### config.mk
export PLATFORM = sky130hd
export DESIGN_NAME = alu_action_responder_flat
export DESIGN_NICKNAME = d
export VERILOG_FILES = /design/src/rtl/alu_action_responder_if.sv /design/src/rtl/alu_action_responder.sv /design/src/flat_wrapper.sv
export SDC_FILE = /design/constraint.sdc
export NUM_CORES = 1
export LEC_CHECK = 0
export CAP_MARGIN = 20
export CELL_PAD_IN_SITES_DETAIL_PLACEMENT = 2
export CELL_PAD_IN_SITES_GLOBAL_PLACEMENT = 2
export CORE_MARGIN = 2
export CORE_UTILIZATION = 29
export CTS_BUF_LIST = sky130_fd_sc_hd__clkbuf_16
export CTS_CLUSTER_SIZE = 30
export DETAILED_ROUTE_END_ITERATION = 16
export GPL_TIMING_DRIVEN = 0
export PLACE_DENSITY_LB_ADDON = 0.3
export SLEW_MARGIN = 25
export SYNTH_ARGS = -nofsm -noshare
export SYNTH_HDL_FRONTEND = slang
export SYNTH_SLANG_ARGS = --single-unit
### constraint.sdc
create_clock -name i_Clk -period 6.4 [get_ports i_Clk]
set_input_delay 1.28 -clock i_Clk [delete_from_list [all_inputs] [get_ports i_Clk]]
set_output_delay 1.28 -clock i_Clk [all_outputs]
set_load 0.005 [all_outputs]
### src/rtl/alu_action_responder_if.sv
// Handshake bundle between an ALU action producer (master) and the
// staging/execute responder (slave).
interface alu_action_responder_if #(
  parameter int DATA_WIDTH = 8
) ();
  logic                  i_OpValid;
  logic [2:0]            i_OpCode;
  logic                  o_OpAccept;
  logic                  i_DataValid;
  logic [DATA_WIDTH-1:0] i_DataA;
  logic [DATA_WIDTH-1:0] i_DataB;
  logic                  o_DataAccept;
  logic                  o_ALUOpReady;
  logic                  o_DataReady;
  logic                  i_Action;
  logic [DATA_WIDTH-1:0] o_Result;
  logic                  o_Zero;
  logic                  o_Carry;
  logic                  o_ResultValid;
  logic                  i_ResultAck;
  logic                  o_Timeout;

  modport slave (
    input  i_OpValid, i_OpCode, i_DataValid, i_DataA, i_DataB, i_Action, i_ResultAck,
    output o_OpAccept, o_DataAccept, o_ALUOpReady, o_DataReady,
           o_Result, o_Zero, o_Carry, o_ResultValid, o_Timeout
  );

  modport master (
    output i_OpValid, i_OpCode, i_DataValid, i_DataA, i_DataB, i_Action, i_ResultAck,
    input  o_OpAccept, o_DataAccept, o_ALUOpReady, o_DataReady,
           o_Result, o_Zero, o_Carry, o_ResultValid, o_Timeout
  );
endinterface

### src/rtl/alu_action_responder.sv
// Collects opcode and operands in any order, waits for an action strobe,
// executes one ALU operation and holds the result until acknowledged.
module alu_action_responder #(
  parameter int DATA_WIDTH     = 8,
  parameter int ACTION_TIMEOUT = 15
) (
  input  logic                  i_Clk,
  input  logic                  i_Rst_n,
  alu_action_responder_if.slave bus
);

  localparam int CW = (ACTION_TIMEOUT < 2) ? 1 : $clog2(ACTION_TIMEOUT + 1);
  localparam logic [CW-1:0] TMO_LAST = CW'(ACTION_TIMEOUT - 1);

  typedef enum logic [1:0] {
    COLLECT = 2'd0,
    ARMED   = 2'd1,
    EXEC    = 2'd2,
    DONE    = 2'd3
  } state_t;

  state_t                state_q, state_d;
  logic [2:0]            op_q, op_d;
  logic [DATA_WIDTH-1:0] a_q, a_d;
  logic [DATA_WIDTH-1:0] b_q, b_d;
  logic                  op_rdy_q, op_rdy_d;
  logic                  data_rdy_q, data_rdy_d;
  logic [DATA_WIDTH-1:0] result_q, result_d;
  logic                  zero_q, zero_d;
  logic                  carry_q, carry_d;
  logic                  rv_q, rv_d;
  logic                  timeout_q, timeout_d;
  logic [CW-1:0]         cnt_q, cnt_d;
  logic [DATA_WIDTH:0]   alu_s;
  logic                  op_take_s, data_take_s;

  // Top bit of the returned vector is carry / borrow / shifted-out bit.
  function automatic logic [DATA_WIDTH:0] alu_compute(
    input logic [2:0]            op,
    input logic [DATA_WIDTH-1:0] a,
    input logic [DATA_WIDTH-1:0] b
  );
    logic [DATA_WIDTH:0] r;
    r = '0;
    case (op)
      3'd0:    r = {1'b0, a} + {1'b0, b};
      3'd1:    r = {1'b0, a} - {1'b0, b};
      3'd2:    r = {1'b0, a & b};
      3'd3:    r = {1'b0, a | b};
      3'd4:    r = {1'b0, a ^ b};
      3'd5:    r = {1'b0, ~a};
      3'd6:    r = {a, 1'b0};
      3'd7:    r = {a[0], 1'b0, a[DATA_WIDTH-1:1]};
      default: r = '0;
    endcase
    return r;
  endfunction

  assign bus.o_OpAccept    = (state_q == COLLECT) && !op_rdy_q;
  assign bus.o_DataAccept  = (state_q == COLLECT) && !data_rdy_q;
  assign bus.o_ALUOpReady  = op_rdy_q;
  assign bus.o_DataReady   = data_rdy_q;
  assign bus.o_Result      = result_q;
  assign bus.o_Zero        = zero_q;
  assign bus.o_Carry       = carry_q;
  assign bus.o_ResultValid = rv_q;
  assign bus.o_Timeout     = timeout_q;

  assign op_take_s   = bus.i_OpValid   && bus.o_OpAccept;
  assign data_take_s = bus.i_DataValid && bus.o_DataAccept;
  assign alu_s       = alu_compute(op_q, a_q, b_q);

  // Next-state and datapath update for the collect/arm/execute/hold sequence.
  always_comb begin
    state_d    = state_q;
    op_d       = op_q;
    a_d        = a_q;
    b_d        = b_q;
    op_rdy_d   = op_rdy_q;
    data_rdy_d = data_rdy_q;
    result_d   = result_q;
    zero_d     = zero_q;
    carry_d    = carry_q;
    rv_d       = rv_q;
    timeout_d  = 1'b0;
    cnt_d      = cnt_q;

    case (state_q)
      COLLECT: begin
        if (op_take_s) begin
          op_d     = bus.i_OpCode;
          op_rdy_d = 1'b1;
        end else begin
          op_d     = op_q;
        end
        if (data_take_s) begin
          a_d        = bus.i_DataA;
          b_d        = bus.i_DataB;
          data_rdy_d = 1'b1;
        end else begin
          a_d        = a_q;
        end
        if (op_rdy_d && data_rdy_d) begin
          state_d = ARMED;
          cnt_d   = '0;
        end else begin
          state_d = COLLECT;
        end
      end

      ARMED: begin
        if (bus.i_Action) begin
          state_d    = EXEC;
          op_rdy_d   = 1'b0;
          data_rdy_d = 1'b0;
        end else if (cnt_q == TMO_LAST) begin
          // Abandon the armed operation; the slot reopens on the next cycle.
          state_d    = COLLECT;
          op_rdy_d   = 1'b0;
          data_rdy_d = 1'b0;
          timeout_d  = 1'b1;
          cnt_d      = '0;
        end else begin
          cnt_d      = cnt_q + CW'(1);
        end
      end

      EXEC: begin
        result_d = alu_s[DATA_WIDTH-1:0];
        carry_d  = alu_s[DATA_WIDTH];
        zero_d   = (alu_s[DATA_WIDTH-1:0] == '0);
        rv_d     = 1'b1;
        state_d  = DONE;
      end

      DONE: begin
        if (bus.i_ResultAck) begin
          rv_d    = 1'b0;
          state_d = COLLECT;
        end else begin
          rv_d    = 1'b1;
        end
      end

      default: begin
        state_d = COLLECT;
      end
    endcase
  end

  // State and output registers with synchronous active-low reset.
  always_ff @(posedge i_Clk) begin
    if (!i_Rst_n) begin
      state_q    <= COLLECT;
      op_q       <= 3'd0;
      a_q        <= '0;
      b_q        <= '0;
      op_rdy_q   <= 1'b0;
      data_rdy_q <= 1'b0;
      result_q   <= '0;
      zero_q     <= 1'b0;
      carry_q    <= 1'b0;
      rv_q       <= 1'b0;
      timeout_q  <= 1'b0;
      cnt_q      <= '0;
    end else begin
      state_q    <= state_d;
      op_q       <= op_d;
      a_q        <= a_d;
      b_q        <= b_d;
      op_rdy_q   <= op_rdy_d;
      data_rdy_q <= data_rdy_d;
      result_q   <= result_d;
      zero_q     <= zero_d;
      carry_q    <= carry_d;
      rv_q       <= rv_d;
      timeout_q  <= timeout_d;
      cnt_q      <= cnt_d;
    end
  end

endmodule

### src/flat_wrapper.sv
// flat-port wrapper written by rule: the top's interface ports become plain ports
module alu_action_responder_flat 
#(
  parameter int DATA_WIDTH     = 8,
  parameter int ACTION_TIMEOUT = 15
)
  (i_Clk, i_Rst_n, bus_i_OpValid, bus_i_OpCode, bus_i_DataValid, bus_i_DataA, bus_i_DataB, bus_i_Action, bus_i_ResultAck, bus_o_OpAccept, bus_o_DataAccept, bus_o_ALUOpReady, bus_o_DataReady, bus_o_Result, bus_o_Zero, bus_o_Carry, bus_o_ResultValid, bus_o_Timeout);
  alu_action_responder_if #(.DATA_WIDTH(DATA_WIDTH)) bus_i ();
  input  logic i_Clk;
  input  logic i_Rst_n;
  input wire logic [$bits(bus_i.i_OpValid)-1:0] bus_i_OpValid;
  input wire logic [$bits(bus_i.i_OpCode)-1:0] bus_i_OpCode;
  input wire logic [$bits(bus_i.i_DataValid)-1:0] bus_i_DataValid;
  input wire logic [$bits(bus_i.i_DataA)-1:0] bus_i_DataA;
  input wire logic [$bits(bus_i.i_DataB)-1:0] bus_i_DataB;
  input wire logic [$bits(bus_i.i_Action)-1:0] bus_i_Action;
  input wire logic [$bits(bus_i.i_ResultAck)-1:0] bus_i_ResultAck;
  output wire logic [$bits(bus_i.o_OpAccept)-1:0] bus_o_OpAccept;
  output wire logic [$bits(bus_i.o_DataAccept)-1:0] bus_o_DataAccept;
  output wire logic [$bits(bus_i.o_ALUOpReady)-1:0] bus_o_ALUOpReady;
  output wire logic [$bits(bus_i.o_DataReady)-1:0] bus_o_DataReady;
  output wire logic [$bits(bus_i.o_Result)-1:0] bus_o_Result;
  output wire logic [$bits(bus_i.o_Zero)-1:0] bus_o_Zero;
  output wire logic [$bits(bus_i.o_Carry)-1:0] bus_o_Carry;
  output wire logic [$bits(bus_i.o_ResultValid)-1:0] bus_o_ResultValid;
  output wire logic [$bits(bus_i.o_Timeout)-1:0] bus_o_Timeout;
  assign bus_i.i_OpValid = bus_i_OpValid;
  assign bus_i.i_OpCode = bus_i_OpCode;
  assign bus_i.i_DataValid = bus_i_DataValid;
  assign bus_i.i_DataA = bus_i_DataA;
  assign bus_i.i_DataB = bus_i_DataB;
  assign bus_i.i_Action = bus_i_Action;
  assign bus_i.i_ResultAck = bus_i_ResultAck;
  assign bus_o_OpAccept = bus_i.o_OpAccept;
  assign bus_o_DataAccept = bus_i.o_DataAccept;
  assign bus_o_ALUOpReady = bus_i.o_ALUOpReady;
  assign bus_o_DataReady = bus_i.o_DataReady;
  assign bus_o_Result = bus_i.o_Result;
  assign bus_o_Zero = bus_i.o_Zero;
  assign bus_o_Carry = bus_i.o_Carry;
  assign bus_o_ResultValid = bus_i.o_ResultValid;
  assign bus_o_Timeout = bus_i.o_Timeout;
  alu_action_responder #(.DATA_WIDTH(DATA_WIDTH), .ACTION_TIMEOUT(ACTION_TIMEOUT)) u_core (.i_Clk(i_Clk), .i_Rst_n(i_Rst_n), .bus(bus_i));
endmodule
# --- After elaboration in Yosys (flattened, before gate mapping) ---
# Cells that the tools add are included.
op_classes:
  n_reduce_logical: 18
  n_shift: 0
  bitwise_logic: 6
  mul: 0
  eq_ne: 15
  magnitude_cmp: 0
  addsub: 3
  mux: 21
  div: 0
op_table:
  columns: ["cell", "count"]
  rows:
  - ["one-hot mux 9 bit (8 select lines)", 1]
  - ["equality test 3 bit (second input constant)", 4]
  - ["two-way mux 4 bit", 3]
  - ["adder 8 x 8 -> 9 bit", 1]
  - ["two-way mux 1 bit", 9]
  - ["subtractor 8 x 8 -> 9 bit", 1]
  - ["bitwise AND 8 bit", 1]
  - ["zero test 8 bit", 1]
  - ["NOT 8 bit", 1]
  - ["OR 8 bit", 1]
  - ["one-hot mux 2 bit (4 select lines)", 1]
  - ["one-hot mux 4 bit (2 select lines)", 1]
  - ["AND reduction 2 bit", 4]
  - ["XOR 8 bit", 1]
  - ["equality test 3 x 2 -> 1 bit (second input constant)", 2]
  - ["two-way mux 2 bit", 3]
  - ["inequality test 2 bit (second input constant)", 3]
  - ["one-hot mux 1 bit (2 select lines)", 3]
  - ["logical AND 1 bit", 5]
  - ["adder 4 x 1 -> 4 bit (second input constant)", 1]
  - ["equality test 2 bit (second input constant)", 2]
  - ["equality test 4 bit (second input constant)", 1]
  - ["nonzero test 2 bit", 2]
  - ["equality test 3 x 1 -> 1 bit (second input constant)", 1]
  - ["other kinds (8)", 10]
totals:
  romBits: 0
  latchBits: 0
  mem_bits_rw: 0
  reg_bits: 39
  n_memories: 0
  input_bits: 25

# --- Logic depth before layout (Yosys ltp) ---
logic_depth:
  ltp_word: 8
  depth_mapped: 14
  ltp_nobuf: 12

# --- Worst setup path before layout ---
# OpenSTA, ideal clock, no wires.
synth_path:
  path_type: "register to register"
  startpoint: "register u_core.op_q[2]"
  endpoint: "register u_core.zero_q, in the netlist u_core.bus.o_Zero"
  setup_slack_ps: 3560
  synth_period_minus_slack_ps: 2840
  setup_time_ps: 84
  t_required_ps: 6316
  path_stages_with_launch: 14
  arrival_ps: 2756
  path_buffers: 2
  path_cell_list: "dfxtp_1 -> buf_6 -> buf_6 -> nor2_1 -> nand2_1 -> o21ai_0 -> inv_1 -> ha_1 -> nor2b_4 -> o31ai_4 -> a2111oi_4 -> or3_1 -> a31o_1 -> o31ai_2"
synth_via:
  elab_chain_cells: 3
  elab_cells_between_ends: 10
  cone_classes: "eq/ne: 7; mux: 1; reduce/logical: 2"
synth_lines:
  columns: ["item", "line", "text"]
  rows:
  - ["start, declared", "alu_action_responder.sv:23", "logic [2:0] op_q, op_d;"]
  - ["start signal, assigned", "alu_action_responder.sv:168", "op_q <= op_d;"]
  - ["equality test 3 bit (tied with other cells)", "alu_action_responder.sv:45", "case (op)"]
  - ["one-hot mux 9 bit (8 select lines) *", "alu_action_responder.sv:45", null]
  - ["zero test 8 bit *", "alu_action_responder.sv:131", "zero_d = (alu_s[DATA_WIDTH-1:0] == '0);"]
  - ["end signal, assigned", "alu_action_responder.sv:174", "zero_q <= zero_d;"]
  - ["end, declared", "alu_action_responder.sv:29", "logic zero_q, zero_d;"]
# Every way passes the cells marked *; elsewhere a longest branch is shown, timed or not.
# A chain may end at the register's enable or synchronous reset.

# --- Final worst setup path ---
# Same ends and word-level chain as after synthesis.

==> impl_metrics.py <==
metrics = {
    "run_status": {
        "status": "finished, final reports clean",
    },
    "logic_synthesis": {
        "synth_edf_count": 0,
        "postSynthCellCount": 362,
        "async_flop_share": 0,
        "synthFlopType": "dfxtp_1",
        "synth-seq-cells": 39,
        "synth.yosys.warnings": 0,
        "syn_avg_cell_area_um2": 7.732,
        "ys_types": 59,
        "ys_seq_area_frac": 0.2789,
        "netlist_area_mm2": 0.002799,
        "synth_nets": 415,
    },
    "critical_path": {
        "startpoint_type": "register",
        "ff2ff_path_depth": 13,
        "arrival_ns": 3.78,
        "cpPeakStageDelay_ns": 0.49,
        "worst-r2r-setup-slack_ns": 2.82,
        "worstPathCellList": "buf_6 -> buf_6 -> nor2_1 -> nand2_1 -> o21ai_0 -> inv_1 -> ha_1 -> nor2b_4 -> o31ai_4 -> a2111oi_4 -> or3_1 -> a31o_1 -> o31ai_2",
        "cp_max_fo": 10,
        "critical_path_required_ns": 6.60,
        "worstSetupPathType": "register to register",
        "crit_path_frequent_cell": "buf_6",
        "cp_slowest_cell": "o21ai_0",
        "endpoint_kind": "register",
    },
    "min_path": {
        "whs_path_depth": 2,
        "hp-class": "register to register",
    },
    "floorplanning": {
        "io_pins": 41,
        "die_h_um": 102.2,
        "start_util": 0.3015,
        "fp-row-count": 35,
        "dieArea_mm2": 0.01045,
        "fp.dieW_um": 102.2,
        "core_mm2": 0.009284,
    },
    "clock_network": {
        "clock_latency_ns": 0.28,
        "cts-root-buf": "clkbuf_16",
        "htree_levels": 2,
        "post_cts_resized": 0,
        "clock-sinks": 39,
        "cts_tree": "built",
        "clockBufferDepth": 2,
        "cts_hold_buffers": 0,
        "cts_made_buffers": 5,
        "post-cts-setup-buffers": 0,
        "clk_pin_slew_ns": 0.06,
    },
    "timing": {
        "max_freq_ghz": 0.2792,
        "hold_viol_final": 0,
        "tns_ns": 0,
        "finalCritPeriodShare": 0.5596,
        "hold_ws_ns": 0.4687,
        "clock_skew_ns": 0.005872,
        "slew_viol_final": 0,
        "rsz0062_at_grt": "no",
        "maxSlewHeadroom": 0.6013,
        "period_minus_slack_ns": 3.582,
        "finalSetupViolCount": 0,
        "max_slew.worst_pin.slew_ns": 0.5981,
    },
    "detailed_routing": {
        "vias_per_cell": 5.195,
        "ant_nets": 0,
        "vias": 2800,
        "drt-wirelength-per-cell_um": 18.10,
        "wl_um": 9756,
        "post-route-drc-count": 0,
        "drtPass1Iterations": 4,
        "drt_iter0_markers": 112,
    },
    "global_routing": {
        "antenna_found_initial": 0,
        "grt_usage": 0.1983,
        "gr-max-usage-layer": "met2",
        "grt_pass1_vias": 3051,
        "grt_pass1_wl_um": 16030,
        "use_met2": 0.3608,
        "use_met3": 0.02189,
        "use_met1": 0.2516,
        "grt_max_degree": 13,
        "grt_overflow": 0,
    },
    "place": {
        "gp_congestion": 0.8763,
        "dpl.hpwl_um": 7518,
        "port-buffer-count": 40,
        "placed_cell_area_mm2": 0.003361,
    },
    "finish": {
        "final-seq-area_um2": 780.7,
        "syn_to_final_growth_pct": 25.12,
        "final_area_mm2": 0.003502,
        "final_common_cell": "nand2_1",
        "drive_gt1_frac": 0.05854,
        "nFillCells": 1107,
        "multi_input_area_mm2": 0.001817,
        "mostFrequentLayoutCells": "53 x nand2_1, 44 x a21oi_1, 40 x clkdlybuf4s50_1, 39 x dfxtp_1, 29 x inv_1",
        "nets": 462,
        "diodes": 0,
    },
    "power_and_ir_drop": {
        "irDropWorstVdd_uv": 97.02,
        "power_leakage_nw": 1.371,
        "p_per_area_mw_per_mm2": 258.7,
    },
    "job": {
        "maxCapViolCount": 0,
    },
}
## report_power, final
part           internal [W]  switching (W)
Clock              0.000142       0.000103
Combinational      0.000162       0.000213
Sequential         0.000262      0.0000236
## layer usage
metal | part of all wire | wire [um]
met1 | 0.47 | 4583
met2 | 0.49 | 4768
met3 | 0.026 | 254
met4 | 0.015 | 150
met5 | 0 | 0
## flip-flops by register name (all words and copies together) (netlist names), named ones only
signal / count
u_core.cnt_q: 4
u_core.bus.o_Carry: 1
u_core.op_q: 3
u_core.bus.o_DataReady: 1
u_core.bus.o_ALUOpReady: 1
u_core.bus.o_Zero: 1
u_core.a_q: 8
u_core.bus.o_ResultValid: 1
u_core.b_q: 8
u_core.bus.o_Result: 8
u_core.state_q: 1
u_core.bus.o_Timeout: 1
## area by class of cell
| cell class | instances | area share |
|---|---|---|
| Timing Repair Buffer | 40 | 0.1143 |
| Sequential cell | 39 | 0.2229 |
| Multi-Input combinational cell | 276 | 0.5188 |
| Clock inverter | 3 | 0.004645 |
| Clock buffer | 5 | 0.03573 |
| Tap cell | 129 | 0.04609 |
| Buffer | 19 | 0.02751 |
| Inverter | 28 | 0.03001 |
## synthesized netlist by cell type, types with 3 or more instances
master | count | area share
nor4_1 | 3 | 0.0067
nand2_1 | 53 | 0.071
a21oi_1 | 44 | 0.079
nor2_1 | 27 | 0.036
nand3_1 | 4 | 0.0072
o21ai_0 | 15 | 0.027
mux2i_1 | 5 | 0.018
buf_2 | 5 | 0.0089
nand4_1 | 3 | 0.0067
a221oi_1 | 3 | 0.0094
nand2b_1 | 11 | 0.025
nor2b_1 | 4 | 0.0089
nor3_1 | 4 | 0.0072
dfxtp_1 | 39 | 0.28
o22ai_1 | 3 | 0.0067
and3_1 | 3 | 0.0067
a211oi_1 | 4 | 0.011
and2_1 | 3 | 0.0067
ha_1 | 27 | 0.12
a31oi_1 | 7 | 0.016
clkbuf_1 | 9 | 0.012
xnor2_1 | 8 | 0.025
nor3b_1 | 3 | 0.0080
inv_1 | 28 | 0.038
## path summary, 6_finish.rpt
| path | from | to |
|---|---|---|
| max reg2reg | u_core.op_q[2]$_SDFFE_PN0P_ | u_core.bus.o_Zero$_SDFFE_PN0P_ |
| min | u_core.bus.o_Result[0]$_SDFFE_PN0P_ | u_core.bus.o_Result[0]$_SDFFE_PN0P_ |
| max | u_core.op_q[2]$_SDFFE_PN0P_ | u_core.bus.o_Zero$_SDFFE_PN0P_ |
| min reg2reg | u_core.bus.o_Result[0]$_SDFFE_PN0P_ | u_core.bus.o_Result[0]$_SDFFE_PN0P_ |
## stage by stage
stage | util | worst slack, ns | total power (W) | std cells
2_1_floorplan | - | 3.560 | 0.0005403 | 362
3_3_place_gp | 0.3620 | 2.927 | 0.0006464 | 531
3_5_place_dp | 0.3620 | 2.824 | 0.0006623 | 531
4_1_cts | 0.3772 | 2.802 | 0.0009168 | 539
5_1_grt | 0.3772 | 2.559 | 0.0009681 | 539
6_report | 0.3772 | 2.818 | 0.0009059 | 539
## critical path, delay by kind of cell, from the launching register on
kind / cells / cell delay, ns
AOI/OAI and AO/OA: 5 / 1.43
adders and majority gates: 1 / 0.29
buffers and inverters: 3 / 0.39
DFF: 1 / 0.32
and+or+nand+nor: 4 / 1.08
## logic make-up after synthesis
| family | synth area share |
|---|---|
| DFF | 0.2789 |
| xor gates and xnor gates | 0.02816 |
| muxes | 0.02593 |
| and+or+nand+nor | 0.2195 |
| adders and majority gates | 0.1278 |
| buffers and inverters | 0.07197 |
| AOI/OAI and AO/OA | 0.2477 |
Note: power is estimated with default switching activity, not from simulation.
